===== src/rtl/sv39_tlb.sv =====
// Fully associative Sv39 TLB: combinational lookup, tree pseudo-LRU replacement,
// filled by the page-table-walker update port.
module sv39_tlb #(
    parameter int unsigned TLB_ENTRIES = 4,
    parameter int unsigned ASID_WIDTH  = 1
) (
    input  logic                  clk_i,
    input  logic                  rst_i,
    input  logic                  flush_i,
    input  logic                  update_valid_i,
    input  logic [26:0]           update_vpn_i,
    input  logic [ASID_WIDTH-1:0] update_asid_i,
    input  logic                  update_is_2M_i,
    input  logic                  update_is_1G_i,
    input  logic [63:0]           update_content_i,
    input  logic                  lu_access_i,
    input  logic [ASID_WIDTH-1:0] lu_asid_i,
    input  logic [38:0]           lu_vaddr_i,
    output logic                  lu_hit_o,
    output logic [63:0]           lu_content_o,
    output logic                  lu_is_2M_o,
    output logic                  lu_is_1G_o
);

    localparam int unsigned LVL   = $clog2(TLB_ENTRIES);
    localparam int unsigned NODES = TLB_ENTRIES - 1;

    typedef struct packed {
        logic                  valid;
        logic [8:0]            vpn2;
        logic [8:0]            vpn1;
        logic [8:0]            vpn0;
        logic [ASID_WIDTH-1:0] asid;
        logic                  is_2M;
        logic                  is_1G;
        logic [63:0]           content;
    } entry_t;

    entry_t                 tags_q [TLB_ENTRIES];
    entry_t                 new_entry;
    logic [NODES-1:0]       plru_q;
    logic [NODES-1:0]       plru_d;
    logic [TLB_ENTRIES-1:0] match;
    logic                   hit_any;
    int unsigned            hit_e;
    logic [63:0]            hit_content;
    logic                   hit_2M;
    logic                   hit_1G;
    int unsigned            victim_e;
    int unsigned            upd_e;
    logic                   free_found;
    logic                   on_path;
    logic                   unused_vaddr;

    // Heap-ordered tree: node at level l on entry e's path, and the branch taken (1 = right).
    function automatic int unsigned path_node(input int unsigned e, input int unsigned l);
        return (32'd1 << l) - 32'd1 + (e >> (LVL - l));
    endfunction

    function automatic logic path_dir(input int unsigned e, input int unsigned l);
        return ((e >> (LVL - 1 - l)) & 32'd1) != 32'd0;
    endfunction

    assign unused_vaddr = ^lu_vaddr_i[11:0];

    always_comb begin
        match = '0;
        for (int unsigned e = 0; e < TLB_ENTRIES; e++) begin
            match[e] = tags_q[e].valid
                     && ((tags_q[e].asid == lu_asid_i) || tags_q[e].content[5])
                     && (tags_q[e].vpn2 == lu_vaddr_i[38:30])
                     && (tags_q[e].is_1G || (tags_q[e].vpn1 == lu_vaddr_i[29:21]))
                     && (tags_q[e].is_1G || tags_q[e].is_2M
                         || (tags_q[e].vpn0 == lu_vaddr_i[20:12]));
        end
    end

    always_comb begin
        hit_any     = 1'b0;
        hit_e       = 0;
        hit_content = '0;
        hit_2M      = 1'b0;
        hit_1G      = 1'b0;
        for (int unsigned e = 0; e < TLB_ENTRIES; e++) begin
            if (match[e] && !hit_any) begin
                hit_any     = 1'b1;
                hit_e       = e;
                hit_content = tags_q[e].content;
                hit_2M      = tags_q[e].is_2M;
                hit_1G      = tags_q[e].is_1G;
            end
        end
    end

    assign lu_hit_o     = lu_access_i & hit_any;
    assign lu_content_o = lu_hit_o ? hit_content : '0;
    assign lu_is_2M_o   = lu_hit_o & hit_2M;
    assign lu_is_1G_o   = lu_hit_o & hit_1G;

    // The victim is the one leaf whose whole path agrees with the node bits.
    always_comb begin
        victim_e = 0;
        on_path  = 1'b1;
        for (int unsigned e = 0; e < TLB_ENTRIES; e++) begin
            on_path = 1'b1;
            for (int unsigned l = 0; l < LVL; l++) begin
                for (int unsigned n = 0; n < NODES; n++) begin
                    if (n == path_node(e, l) && plru_q[n] != path_dir(e, l)) begin
                        on_path = 1'b0;
                    end
                end
            end
            if (on_path) begin
                victim_e = e;
            end
        end
    end

    always_comb begin
        free_found = 1'b0;
        upd_e      = victim_e;
        for (int unsigned e = 0; e < TLB_ENTRIES; e++) begin
            if (!tags_q[e].valid && !free_found) begin
                free_found = 1'b1;
                upd_e      = e;
            end
        end
    end

    always_comb begin
        new_entry         = '0;
        new_entry.valid   = 1'b1;
        new_entry.vpn2    = update_vpn_i[26:18];
        new_entry.vpn1    = update_vpn_i[17:9];
        new_entry.vpn0    = update_vpn_i[8:0];
        new_entry.asid    = update_asid_i;
        new_entry.is_1G   = update_is_1G_i;
        new_entry.is_2M   = update_is_2M_i & ~update_is_1G_i;
        new_entry.content = update_content_i;
    end

    // Update path applied after the hit path so it wins on shared nodes.
    always_comb begin
        plru_d = plru_q;
        if (lu_hit_o) begin
            for (int unsigned l = 0; l < LVL; l++) begin
                for (int unsigned n = 0; n < NODES; n++) begin
                    if (n == path_node(hit_e, l)) begin
                        plru_d[n] = ~path_dir(hit_e, l);
                    end
                end
            end
        end
        if (update_valid_i) begin
            for (int unsigned l = 0; l < LVL; l++) begin
                for (int unsigned n = 0; n < NODES; n++) begin
                    if (n == path_node(upd_e, l)) begin
                        plru_d[n] = ~path_dir(upd_e, l);
                    end
                end
            end
        end
    end

    always_ff @(posedge clk_i or posedge rst_i) begin
        if (rst_i) begin
            plru_q <= '0;
            for (int unsigned e = 0; e < TLB_ENTRIES; e++) begin
                tags_q[e] <= '0;
            end
        end else if (flush_i) begin
            for (int unsigned e = 0; e < TLB_ENTRIES; e++) begin
                tags_q[e].valid <= 1'b0;
            end
        end else begin
            plru_q <= plru_d;
            if (update_valid_i) begin
                for (int unsigned e = 0; e < TLB_ENTRIES; e++) begin
                    if (e == upd_e) begin
                        tags_q[e] <= new_entry;
                    end
                end
            end
        end
    end

endmodule


===== config.mk =====
export PLATFORM = sky130hd
export DESIGN_NAME = sv39_tlb
export DESIGN_NICKNAME = d
export VERILOG_FILES = /design/src/rtl/sv39_tlb.sv
export SDC_FILE = /design/constraint.sdc
export NUM_CORES = 1
export LEC_CHECK = 0
export BUFFER_PORTS_ARGS = -buffer_cell sky130_fd_sc_hd__buf_2
export CAP_MARGIN = 30
export CORE_MARGIN = 2
export CORE_UTILIZATION = 55
export CTS_CLUSTER_SIZE = 20
export DETAILED_ROUTE_END_ITERATION = 8
export HOLD_SLACK_MARGIN = 0.03
export PLACE_DENSITY = 0.76
export SYNTH_ARGS = -nofsm -noshare
export SYNTH_HDL_FRONTEND = slang
export SYNTH_SLANG_ARGS = --single-unit
export TNS_END_PERCENT = 5

===== constraint.sdc =====
create_clock -name clk_i -period 26.3 [get_ports clk_i]
set_input_delay 1.315 -clock clk_i [delete_from_list [all_inputs] [get_ports clk_i]]
set_output_delay 1.315 -clock clk_i [all_outputs]
set_load 0.05 [all_outputs]

==> summary.md <==
| Metric | Value |
|---|---|
| Relative slew margins | `35.6%` |
| Die Y | `186 µm` |
| WP data arrival | `6.13 ns` |
| Post-synth top area cell | `dfrtp_1` |
| IR drop worst, VDD | `0.0626 mV` |
| Post-synthesis cell count | `1476` |
| Syn avg cell area | `approximately 12 µm²` |
| CTS Hold Buffers Added | `0` |
| Largest cells by area after synthesis | `dfrtp_1, mux2_2, mux2i_1, xnor2_1, o2111ai_1` |
| Min-delay worst type | `flop to flop` |
| Sequential element share of the synthesized area | `52.5%` |
| Post-DRT Antenna Nets | `0` |
| Nets | `1765` |
| Vias in the first global route | `12600` |
| CP max stage delay | `0.87 ns` |
| CP Class | `input pin to output port` |
| HP Start | `tags_q[160]$_DFFE_PP0P_` |
| Least-Margin Pin Slew | `0.966 ns` |
| Initial DRC Count | `748` |
| Initial Utilization | `55.9%` |
| Ports | `between 200 and 250` |
| Pre-antenna DRT Iters | `5` |
| Post-detail-place hpwl | `25100 µm` |
| Final setup fails | `0` |
| WHS Endpoint | `tags_q[160]$_DFFE_PP0P_` |
| CP endpoint kind | `output port` |
| Crit path buffers/inverters | `4` |
| Htree depth | `2` |
| Sequence of cells on the critical path | `buf_2 > xor2_1 > nor3_1 > a41o_1 > a41oi_4 > buf_4 > nand2b_4 > and4_2 > buf_4 > nand2_1 > a21oi_1 > buf_2` |
| Max Root-Sink Buffers | `3` |
| CTS clk-pin slew, worst paths | `0.06 ns` |
| Multi-input gate area | `0.00800 mm²` |
| RSZ-0062 raised after global routing | `false` |
| Tot GR Track Use | `24.9%` |
| Slowest cell on the critical path | `and4_2` |
| EDFF count, synth | `0` |
| Cell Pwr Density | `75.5 mW/mm²` |
| GPL Wtd Cong | `roughly 0.79` |
| R2R depth | `9` |
| Ys Warns | `0` |
| Register bit total from synthesis | `383` |
| Rows | `66` |
| Clk_lat worst skew | `0.52 ns` |
| Die Area | `0.0346 mm²` |
| Outcome | `finished clean` |
| Total CTS buffers | `42` |
| Antenna violations before repair | `8` |
| Max-Cap Viols | `0` |
| Worst r2r dst | `plru_q[2]$_DFFE_PP0N_` |
| Setup bufs post-CTS | `0` |
| Vias per cell | `5.75` |
| FF-to-FF Start | `tags_q[261]$_DFFE_PP0P_` |
| Max-slew violations | `0` |
| Critical Path RT | `roughly 25 ns` |
| Die W | `roughly 190 µm` |
| Fraction of registers with async set/reset | `100%` |
| Setup_tns | `0 ns` |
| Share of cells above drive strength 1 | `39.4%` |
| Drt total wl | `about 42000 µm` |
| Largest net degree at the start of global routing | `173` |
| Post-cts sizing count | `0` |
| TritonCTS Sinks | `383` |
| Critical-path maximum fanout | `71` |
| DR WL/cell | `20.2 µm` |
| Clock tree from TritonCTS | `done` |
| Final worst path period need | `~7.4 ns` |
| Final hold slack | `approximately 0.49 ns` |
| Placeable Area | `around 0.033 mm²` |
| Most common cell after layout, fill and taps aside | `dfrtp_1` |
| Crit start category | `input pin` |
| Commonest cells after routing, fill and taps aside | `dfrtp_1, mux2_2, buf_2, nand2_1, inv_1` |
| Synth Flop Type | `dfrtp_1` |
| Final period util | `28.3%` |
| Root buf cell | `clkbuf_16` |
| Cell variety after synth | `44` |
| Largest delay share family, worst path | `simple AND/OR/NAND/NOR gates` |
| Area growth, synth to finish | `15.0%` |
| Leakage | `0.00994 µW` |
| Reg area | `0.00958 mm²` |
| Vias | `12100` |
| Post-synth top area share | `52.5%` |
| I/O Buffers | `193` |
| Syn_nets | `1615` |
| Cell Area, Synth | `0.0182 mm²` |
| R2R setup slack | `22.61 ns` |
| Final hold violations | `0` |
| Grt ovf | `0` |
| DRC errors left | `0` |
| Filler cells | `2463` |
| Max Clk Rate | `134 MHz` |
| Hold path depth | `2` |
| First-pass GRT wire length | `67500 µm` |
| Worst Skew | `0.0165 ns` |
## flip-flops by register name, summed over array words and instances, names as in the netlist
| register | count |
|---|---|
| plru_q | 3 |
| tags_q | 380 |
## cells in the mapped netlist (23+ instances only)
cell type,instances
xnor2_1,66
buf_2,35
nand2_1,81
inv_1,74
buf_1,23
xor2_1,46
mux2_2,371
o21ai_0,72
o2111ai_1,63
clkbuf_1,41
dfrtp_1,383
a21oi_1,70
mux2i_1,64
## worst max-delay path by stage
stage | start | end | cells after the start
floorplan | rst_i | plru_q[0]$_DFFE_PP0P_ | 1
global placement | lu_vaddr_i[16] | lu_content_o[42] | 12
detailed placement | lu_vaddr_i[16] | lu_content_o[42] | 12
CTS | lu_vaddr_i[16] | lu_content_o[42] | 12
global route | lu_vaddr_i[16] | lu_content_o[62] | 12
finish | lu_vaddr_i[16] | lu_content_o[42] | 12
## kinds of logic (layout without fill, tap and decap cells)
| kind of cell | Yosys count | after routing | synth area share [%] |
|---|---|---|---|
| multiplexers | 436 | 436 | 26.5 |
| flip-flops | 383 | 383 | 52.5 |
| AO/OA/AOI/OAI | 232 | 232 | 8.23 |
| buffers and inverters | 179 | 359 | 4.05 |
| AND/OR/NAND/NOR | 134 | 134 | 3.35 |
| XOR/XNOR | 112 | 112 | 5.38 |
| other | 0 | 4 | 0 |
## layer usage
| metal | global-route usage [%] | wire length, µm | up-vias |
|---|---|---|---|
| met2 | 43.2 | 21100 | 268 |
| met5 | 0 | 46 | - |
| met4 | 6.83 | 809 | 6 |
| met1 | 31.9 | 18400 | 6192 |
| li1 | - | - | 5568 |
| met3 | 4.91 | 2110 | 60 |
## per-stage QoR
step | std cells | utilization, % | power [µW] | setup WS [ns] | instance area, µm²
after floorplan | 1476 | - | 939 | 14.34 | 18200
after detailed placement | 2022 | 59.9 | 1010 | 18.79 | 19500
final | 2102 | 64.3 | 1580 | 18.86 | 21000
after global routing | 2101 | 64.3 | 1660 | 18.60 | 21000
after CTS | 2096 | 64.1 | 1600 | 18.75 | 20900
after global placement | 2021 | 59.8 | 992 | 18.84 | 19500
## worst min-delay path, stage by stage (launching register included)
cell and delay [ns]:
dfrtp_1 0.35, nand2_1 0.05, o21ai_0 0.06
## area by class of cell
class | instances | area share, %
diodes | 4 | 0.0477
clock buffers | 67 | 6.05
clock inverters | 7 | 0.525
inverters | 74 | 1.36
multi-input cells | 914 | 38.1
flip-flops and latches | 383 | 45.7
well taps | 442 | 2.64
repair buffers | 211 | 5.59
## report_power, final
| part | leakage [µW] | switching [µW] | internal [µW] | total [µW] |
|---|---|---|---|---|
| sequential | 0.00486 | 63.8 | 705 | 769 |
| clock | 0.000675 | 224 | 358 | 582 |
| combinational | 0.00441 | 106 | 127 | 233 |
| total | 0.00994 | 394 | 1190 | 1580 |
No activity file was read; power rests on OpenSTA's default activity.
